**config.mk**
```make
export PLATFORM = sky130hd
export DESIGN_NAME = sync_fifo_lvl
export DESIGN_NICKNAME = d
export VERILOG_FILES = /design/src/rtl/sync_fifo_lvl.sv
export SDC_FILE = /design/constraint.sdc
export NUM_CORES = 1
export LEC_CHECK = 0
export CORE_ASPECT_RATIO = 0.75
export CORE_MARGIN = 4
export CORE_UTILIZATION = 25
export CTS_CLUSTER_DIAMETER = 150
export CTS_CLUSTER_SIZE = 28
export DETAILED_ROUTE_END_ITERATION = 12
export GPL_TIMING_DRIVEN = 0
export PLACE_DENSITY = 0.45
export SETUP_SLACK_MARGIN = 0.2
export SLEW_MARGIN = 20
export SYNTH_ARGS = -nofsm -noshare
export SYNTH_HDL_FRONTEND = slang
export SYNTH_SLANG_ARGS = --single-unit
export TNS_END_PERCENT = 5
```
**constraint.sdc**
```tcl
create_clock -name clk -period 2.9 [get_ports clk]
set_input_delay 0.58 -clock clk [delete_from_list [all_inputs] [get_ports clk]]
set_output_delay 0.58 -clock clk [all_outputs]
set_load 0.005 [all_outputs]
```
**src/rtl/sync_fifo_lvl.sv**
```systemverilog
// Single-clock level-tracking FIFO buffer between datapath stages.
// Latency: 1 cycle rd_en to rd_data (registered mode); flags/level 1 cycle after access.
// Backpressure: writes rejected while full, reads rejected while empty; each rejection pulses an error flag.
//
// sync_fifo_lvl
//   Depth D may be any value 2..1024 (not only powers of two); pointers wrap
//   from D-1 to 0 by explicit compare. Level and all status flags are
//   registered and decoded from the next-state level.
//
//   Build option: define SYNC_FIFO_FWFT_EN for first-word-fall-through, where
//   rd_data shows the head of queue combinationally, rd_valid = ~empty and
//   rd_en acknowledges/pops the displayed word. Undefined (default) gives
//   registered read data with rd_valid marking the cycle after a pop.
//
// Ports
//   clk           in   1   rising-edge clock
//   reset_n       in   1   asynchronous reset, active low
//   wr_en         in   1   write request
//   wr_data       in   W   write data
//   rd_en         in   1   read request (pop)
//   rd_data       out  W   read data
//   rd_valid      out  1   rd_data holds a popped / head word
//   full          out  1   level == D
//   empty         out  1   level == 0
//   almost_full   out  1   level >= AF_LVL
//   almost_empty  out  1   level <= AE_LVL
//   level         out  LW  words currently stored
//   overflow      out  1   one-cycle pulse after a rejected write
//   underflow     out  1   one-cycle pulse after a rejected read

module sync_fifo_lvl #(
   parameter  int W      = 8,
   parameter  int D      = 16,
   parameter  int AF_LVL = D - 2,
   parameter  int AE_LVL = 1,
   localparam int AW     = (D > 1) ? $clog2(D) : 1,
   localparam int LW     = $clog2(D + 1)
) (
   input  logic          clk,
   input  logic          reset_n,
   input  logic          wr_en,
   input  logic [W-1:0]  wr_data,
   input  logic          rd_en,
   output logic [W-1:0]  rd_data,
   output logic          rd_valid,
   output logic          full,
   output logic          empty,
   output logic          almost_full,
   output logic          almost_empty,
   output logic [LW-1:0] level,
   output logic          overflow,
   output logic          underflow
);

   // Thresholds pre-sized to the level width so every compare is LW bits.
   localparam logic [LW-1:0] DEPTH_L  = LW'(D);
   localparam logic [LW-1:0] AF_L     = LW'(AF_LVL);
   localparam logic [LW-1:0] AE_L     = LW'(AE_LVL);
   localparam logic [AW-1:0] PTR_LAST = AW'(D - 1);

   // Storage: intentionally not reset.
   logic [W-1:0]  mem [D];

   logic [AW-1:0] wr_ptr;
   logic [AW-1:0] rd_ptr;
   logic [LW-1:0] level_q;
   logic          full_q;
   logic          empty_q;
   logic          af_q;
   logic          ae_q;
   logic          ovf_q;
   logic          unf_q;

   logic          wr_acc;
   logic          rd_acc;
   logic [LW-1:0] level_next;

   // Non-power-of-two depths need an explicit wrap rather than a rollover.
   function automatic logic [AW-1:0] ptr_inc(input logic [AW-1:0] p);
      return (p == PTR_LAST) ? '0 : p + 1'b1;
   endfunction

   // Acceptance uses the registered flags of the current cycle. At full a
   // read still drains, so a simultaneous write is rejected; at empty the
   // read is rejected and the write goes through.
   always_comb begin
      wr_acc     = wr_en & ~full_q;
      rd_acc     = rd_en & ~empty_q;
      level_next = level_q + LW'(wr_acc) - LW'(rd_acc);
   end

   always_ff @(posedge clk) begin
      if (wr_acc) begin
         mem[wr_ptr] <= wr_data;
      end
   end

   always_ff @(posedge clk or negedge reset_n) begin
      if (!reset_n) begin
         wr_ptr  <= '0;
         rd_ptr  <= '0;
         level_q <= '0;
         full_q  <= 1'b0;
         empty_q <= 1'b1;
         af_q    <= 1'b0;
         ae_q    <= 1'b1;
         ovf_q   <= 1'b0;
         unf_q   <= 1'b0;
      end else begin
         if (wr_acc) begin
            wr_ptr <= ptr_inc(wr_ptr);
         end
         if (rd_acc) begin
            rd_ptr <= ptr_inc(rd_ptr);
         end
         level_q <= level_next;
         full_q  <= (level_next == DEPTH_L);
         empty_q <= (level_next == '0);
         af_q    <= (level_next >= AF_L);
         ae_q    <= (level_next <= AE_L);
         ovf_q   <= wr_en & full_q;
         unf_q   <= rd_en & empty_q;
      end
   end

`ifdef SYNC_FIFO_FWFT_EN
   // Head of queue is always on display; a word written into an empty FIFO
   // becomes visible the cycle after the write, when empty_q falls.
   always_comb begin
      rd_data  = mem[rd_ptr];
      rd_valid = ~empty_q;
   end
`else
   logic [W-1:0] rd_data_q;
   logic         rd_valid_q;

   // rd_data keeps its last popped word between reads; rd_valid only marks
   // the cycle right after an accepted read.
   always_ff @(posedge clk or negedge reset_n) begin
      if (!reset_n) begin
         rd_data_q  <= '0;
         rd_valid_q <= 1'b0;
      end else begin
         rd_valid_q <= rd_acc;
         if (rd_acc) begin
            rd_data_q <= mem[rd_ptr];
         end
      end
   end

   always_comb begin
      rd_data  = rd_data_q;
      rd_valid = rd_valid_q;
   end
`endif

   always_comb begin
      level        = level_q;
      full         = full_q;
      empty        = empty_q;
      almost_full  = af_q;
      almost_empty = ae_q;
      overflow     = ovf_q;
      underflow    = unf_q;
   end

endmodule

```
# Word-level counts from Yosys, hierarchy flattened
# Memories as Yosys holds them, arrays and structs flattened. A register that Yosys moved wholly into a read port is not among the register bits.
# Cells that the tools add are included.
dict set report totals {
  mem_count 1
  input_bits 12
  out_inout_bits 20
  reg_bits 20
  ram_bits 128
  word_cells 32
}
# name depth word_bits rd rd_clocked_by_memory_dff write_ports line
set mem_list {}
lappend mem_list {mem 16 8 1 1 1 62} ;# logic [W-1:0] mem [D];
dict set report classes {
  muxes 4
  n_eq_ne 3
  n_addsub 4
  n_bitwise 6
  order_cmp 2
  n_reduce_logical 2
}
# cell count
set ops {}
lappend ops {{$add A4 B1 Y4 const B} 2}
lappend ops {{$eq A4 B4 Y1 const B} 2}
lappend ops {{$mux W4} 2}
lappend ops {{$add A5 B1 Y5} 1}
lappend ops {{$eq A5 B5 Y1 const B} 1}
lappend ops {{$ge A5 B4 Y1 const B} 1}
lappend ops {{$le A5 B1 Y1 const B} 1}
lappend ops {{$logic_not A5 Y1} 1}
lappend ops {{$sub A5 B1 Y5} 1}
lappend ops {{$and A1 B1 Y1} 4}
lappend ops {{$mux W1} 2}
lappend ops {{$not A1 Y1} 2}
lappend ops {{$logic_not A1 Y1} 1}

# Depth between registers and ports, before layout
# Gate-level depths: netlist of run 1.
dict set report logic_depth {
  word_depth 5
  depth_mapped 11
  ltp_nobuf 10
}

# Worst setup path before layout of run 1
# Ideal clock, no wire load.
dict set report synth_path {
  kind {input to register}
  start {in wr_en}
  end {reg full_q, in the netlist full}
  t_arrival_ns 2.470
  n_path_buf 1
  setup_time_ns 0.088
  slack_ns 0.341
  stages 10
  t_required_ns 2.812
  cell_sequence {nor2b_1 buf_2 inv_2 ha_1 inv_1 ha_1 fa_1 xor2_1 or3_1 nor3b_1}
}
dict set report synth_between {
  elab_chain_cells 4
}
# element line
set synth_lines {}
lappend synth_lines {{start, declared} 41} ;# input logic wr_en,
lappend synth_lines {{$and A1 B1 Y1} 87} ;# wr_acc = wr_en & ~full_q;
lappend synth_lines {{$add A5 B1 Y5} 89} ;# level_next = level_q + LW'(wr_acc) - LW'(rd_acc);
lappend synth_lines {{$sub A5 B1 Y5} 89}
lappend synth_lines {{named net level_next[2]} 76} ;# logic [LW-1:0] level_next;
lappend synth_lines {{$eq A5 B5 Y1} 117} ;# full_q <= (level_next == DEPTH_L);
lappend synth_lines {{end signal, assigned} 117}
lappend synth_lines {{end, declared} 67} ;# logic full_q;
# The timed path passes the listed nets, and every way through them passes these cells.
# A chain may end at the register's enable or synchronous reset.

# Worst setup path after layout of run 1
dict set report layout_path {
  start {reg empty_q, in the netlist empty}
  end {reg full_q, in the netlist full}
}
dict set report layout_between {
  elab_chain_cells 4
}
# element line
set layout_lines {}
lappend layout_lines {{start, declared} 68} ;# logic empty_q;
lappend layout_lines {{start signal, assigned} 118} ;# empty_q <= (level_next == '0);
lappend layout_lines {{$not A1 Y1} 88} ;# rd_acc = rd_en & ~empty_q;
lappend layout_lines {{$and A1 B1 Y1} 88}
lappend layout_lines {{named net rd_acc} 75} ;# logic rd_acc;
lappend layout_lines {{$sub A5 B1 Y5} 89}
lappend layout_lines {{named net level_next[4]} 76}
lappend layout_lines {{$eq A5 B5 Y1} 117}
# The timed path passes the listed nets, and every way through them passes these cells.

==> results of run 1 <==
sequential cells by signal (all words and copies together) (netlist names):
name and count:
mem 128, level 5, rd_data 8, rd_valid 1, underflow 1, wr_ptr 4, overflow 1, empty 1
rd_ptr 4, full 1, almost_empty 1, almost_full 1
through the flow:
stage	power (mW)	setup TNS (ns)	hold WS (ns)	instances
5_1_grt	8.50	0	0.0880	809
6_report	8.03	0	0.0969	809
3_3_place_gp	5.69	-1.72	0.478	772
2_1_floorplan	4.75	0	0.284	403
3_5_place_dp	5.73	-1.79	0.477	773
4_1_cts	8.11	0	0.0887	808
routing by layer:
| metal | vias up | wire length (um) |
|---|---|---|
| li1 | 1619 | - |
| met1 | 1709 | 8200 |
| met2 | 55 | 6350 |
| met3 | 4 | 705 |
| met4 | 0 | 79 |
| met5 | - | 0 |
cell type report:
cell class,count,area [sq um]
Fill cell,2493,17300
Sequential cell,156,4550
Multi-Input combinational cell,220,1680
Clock buffer,24,462
Tap cell,338,423
Timing Repair Buffer,36,357
Buffer,18,173
Clock inverter,8,119
Inverter,9,36.3
where the power goes:
group          internal [mW]  total [mW]  switching (mW)
logic                   1.27        2.84            1.57
clock network           1.37        2.20           0.833
registers               2.80        2.99           0.197
total                   5.43        8.03            2.60
worst max-delay path by stage:
stage,slack [ns],cells after the start,start,end
floorplan,0.34,10,wr_en,full
global placement,-0.50,11,wr_en,full
detailed placement,-0.50,11,wr_en,full
CTS,0.24,11,rd_en,full
global route,0.26,10,empty,full
finish,0.39,10,empty,full
cell families after synthesis:
group,share of synthesized area
multiplexers,0.100
AND/OR/NAND/NOR,0.0811
AO/OA/AOI/OAI,0.0421
adder cells (fa/ha/maj),0.0227
flip-flops,0.711
buffers and inverters,0.0319
XOR/XNOR,0.0106
placed cells by master (no fill, tap or decap), types with 7 or more instances in the layout:
cell type        synthesis  layout
buf_4                    5      10
ha_1                    10       9
clkdlybuf4s50_1          0      28
nand3_1                 21      21
edfxtp_1               128     128
a21oi_1                 11      11
nand2_1                 38      38
nand4_1                  7       7
clkbuf_1                 1       7
buf_6                    7       7
mux2i_1                 64      64
dfrtp_1                 26      26
a22oi_1                 16      16
clkbuf_16                0      17
inv_1                    8       7
and2_1                  18      18
repair_timing:
item | CTS | global route
setup endpoints to repair | 4 | 3
pin swaps | 5 | 3
gates resized for setup | 9 | 3
buffers inserted | 3 | 1
hold buffers | 0 | 0
==> reports/metrics.yaml, run 1 <==
startpoint_type: "register"
hold_violations: 0
setup_viol: 0
synth_area_per_cell_sq_um: 15.9
cpMaxStageDelayCell: "dfstp_2"
rsz0062_at_grt: "no"
setup_slack_ns: 0.387
clk_path_buf_depth: 2
grt_max_degree: 29
use_met1: 0.184
areaGrowthSynthToFinish_pct: 21.9
drt_pass1_iterations: 4
fmax_mhz: 398
path_buf_inv: 2
crit_required_ns: 3.23
hpwl_mm: 10.6
yosysWarnings: 0
synthDominantCellAreaShare: 0.601
rows: 50
ys_seq_area_frac: 0.711
r2r-end: "full"
gp_congestion: 0.753
cp_top_family: "adder cells"
drc: 0
h-tree-depth: 4
dieArea_sq_mm: 0.0282
yosysMostFrequentCell: "edfxtp_1"
crit_path_end_kind: "register"
design_area_sq_mm: 0.00779
synth_edf_count: 128
syn_nets: 426
worstPathArrival_ns: 2.85
crit_type: "register to register"
vias: 3387
clk_pin_slew_worst_paths_ns: 0.06
grt_pass1_wl_mm: 23.3
cts_buffers: 17
chipHeight_um: 146
wl_per_cell_um: 18.9
antenna_found_initial: 0
clock_latency_ns: 0.42
fin_skew_ns: 0.0110
rrSetupSlack_ns: 0.39
cts_tree: "built"
nNetsFinal: 481
tightestPinTransition_ns: 0.821
r2r.worst_path.cells: 10
pwr_density_cell_mw_per_mm2: 1030
cap_violations: 0
drt_iter0_drc: 310
grt_use_met2: 0.151
placed_cell_area_sq_mm: 0.00714
slew_headroom: 0.451
post-route-util: 0.311
cp_cell_sequence: "nand2b_4, inv_2, ha_1, inv_1, ha_2, fa_2, a21o_1, a21oi_2, xnor2_2, nor3b_4"
drive_above_1_share: 0.142
io_buffer_count: 31
cts-root-buf: "clkbuf_16"
drt.antenna.violating_nets: 0
grt_pass1_vias: 3587
ys_types: 42
antenna_cells: 0
overflow: 0
grt_usage: 0.115
viasPerCell: 4.19
slowest_delay_ns: 0.55
hp-class: "primary input to async pin"
final_max_slew_viol_count: 0
ios: 32
r2r_start: "empty"
ys_top_cells_by_area: "edfxtp_1 (60%), dfrtp_1 (10%), mux2i_1 (10%)"
async_flop_share: 0.179
synth_top_area_cell: "edfxtp_1"
period_needed_ns: 2.51
ys_seq_elements: 156
ys_top_cells_by_count: "edfxtp_1 (128), mux2i_1 (64), nand2_1 (38)"
use_met3: 0.0301
start_util: 0.255
syn_inst: 403
synth_area_sq_mm: 0.00639
core_sq_mm: 0.0251
critPathMaxFanout: 5
place_ws_ns: -0.501
clkSinkCount: 156
top_usage_layer: "met1"
dominantRegCellSynth: "edfxtp_1"
fp.dieW_um: 193
wirelength_mm: 15.3
leakage_nw: 2.80
outcome: "finished clean"
ir_worst_vdd_uv: 534
fin_crit_sh: 0.867
No activity file was read; power rests on OpenSTA's default activity.
==> run 2, diff against run 1 <==
Settings changed: GPL_ROUTABILITY_DRIVEN from default to 0.
==> results of run 2 <==
Final layout, timing and power as in run 1 (identical DEF).
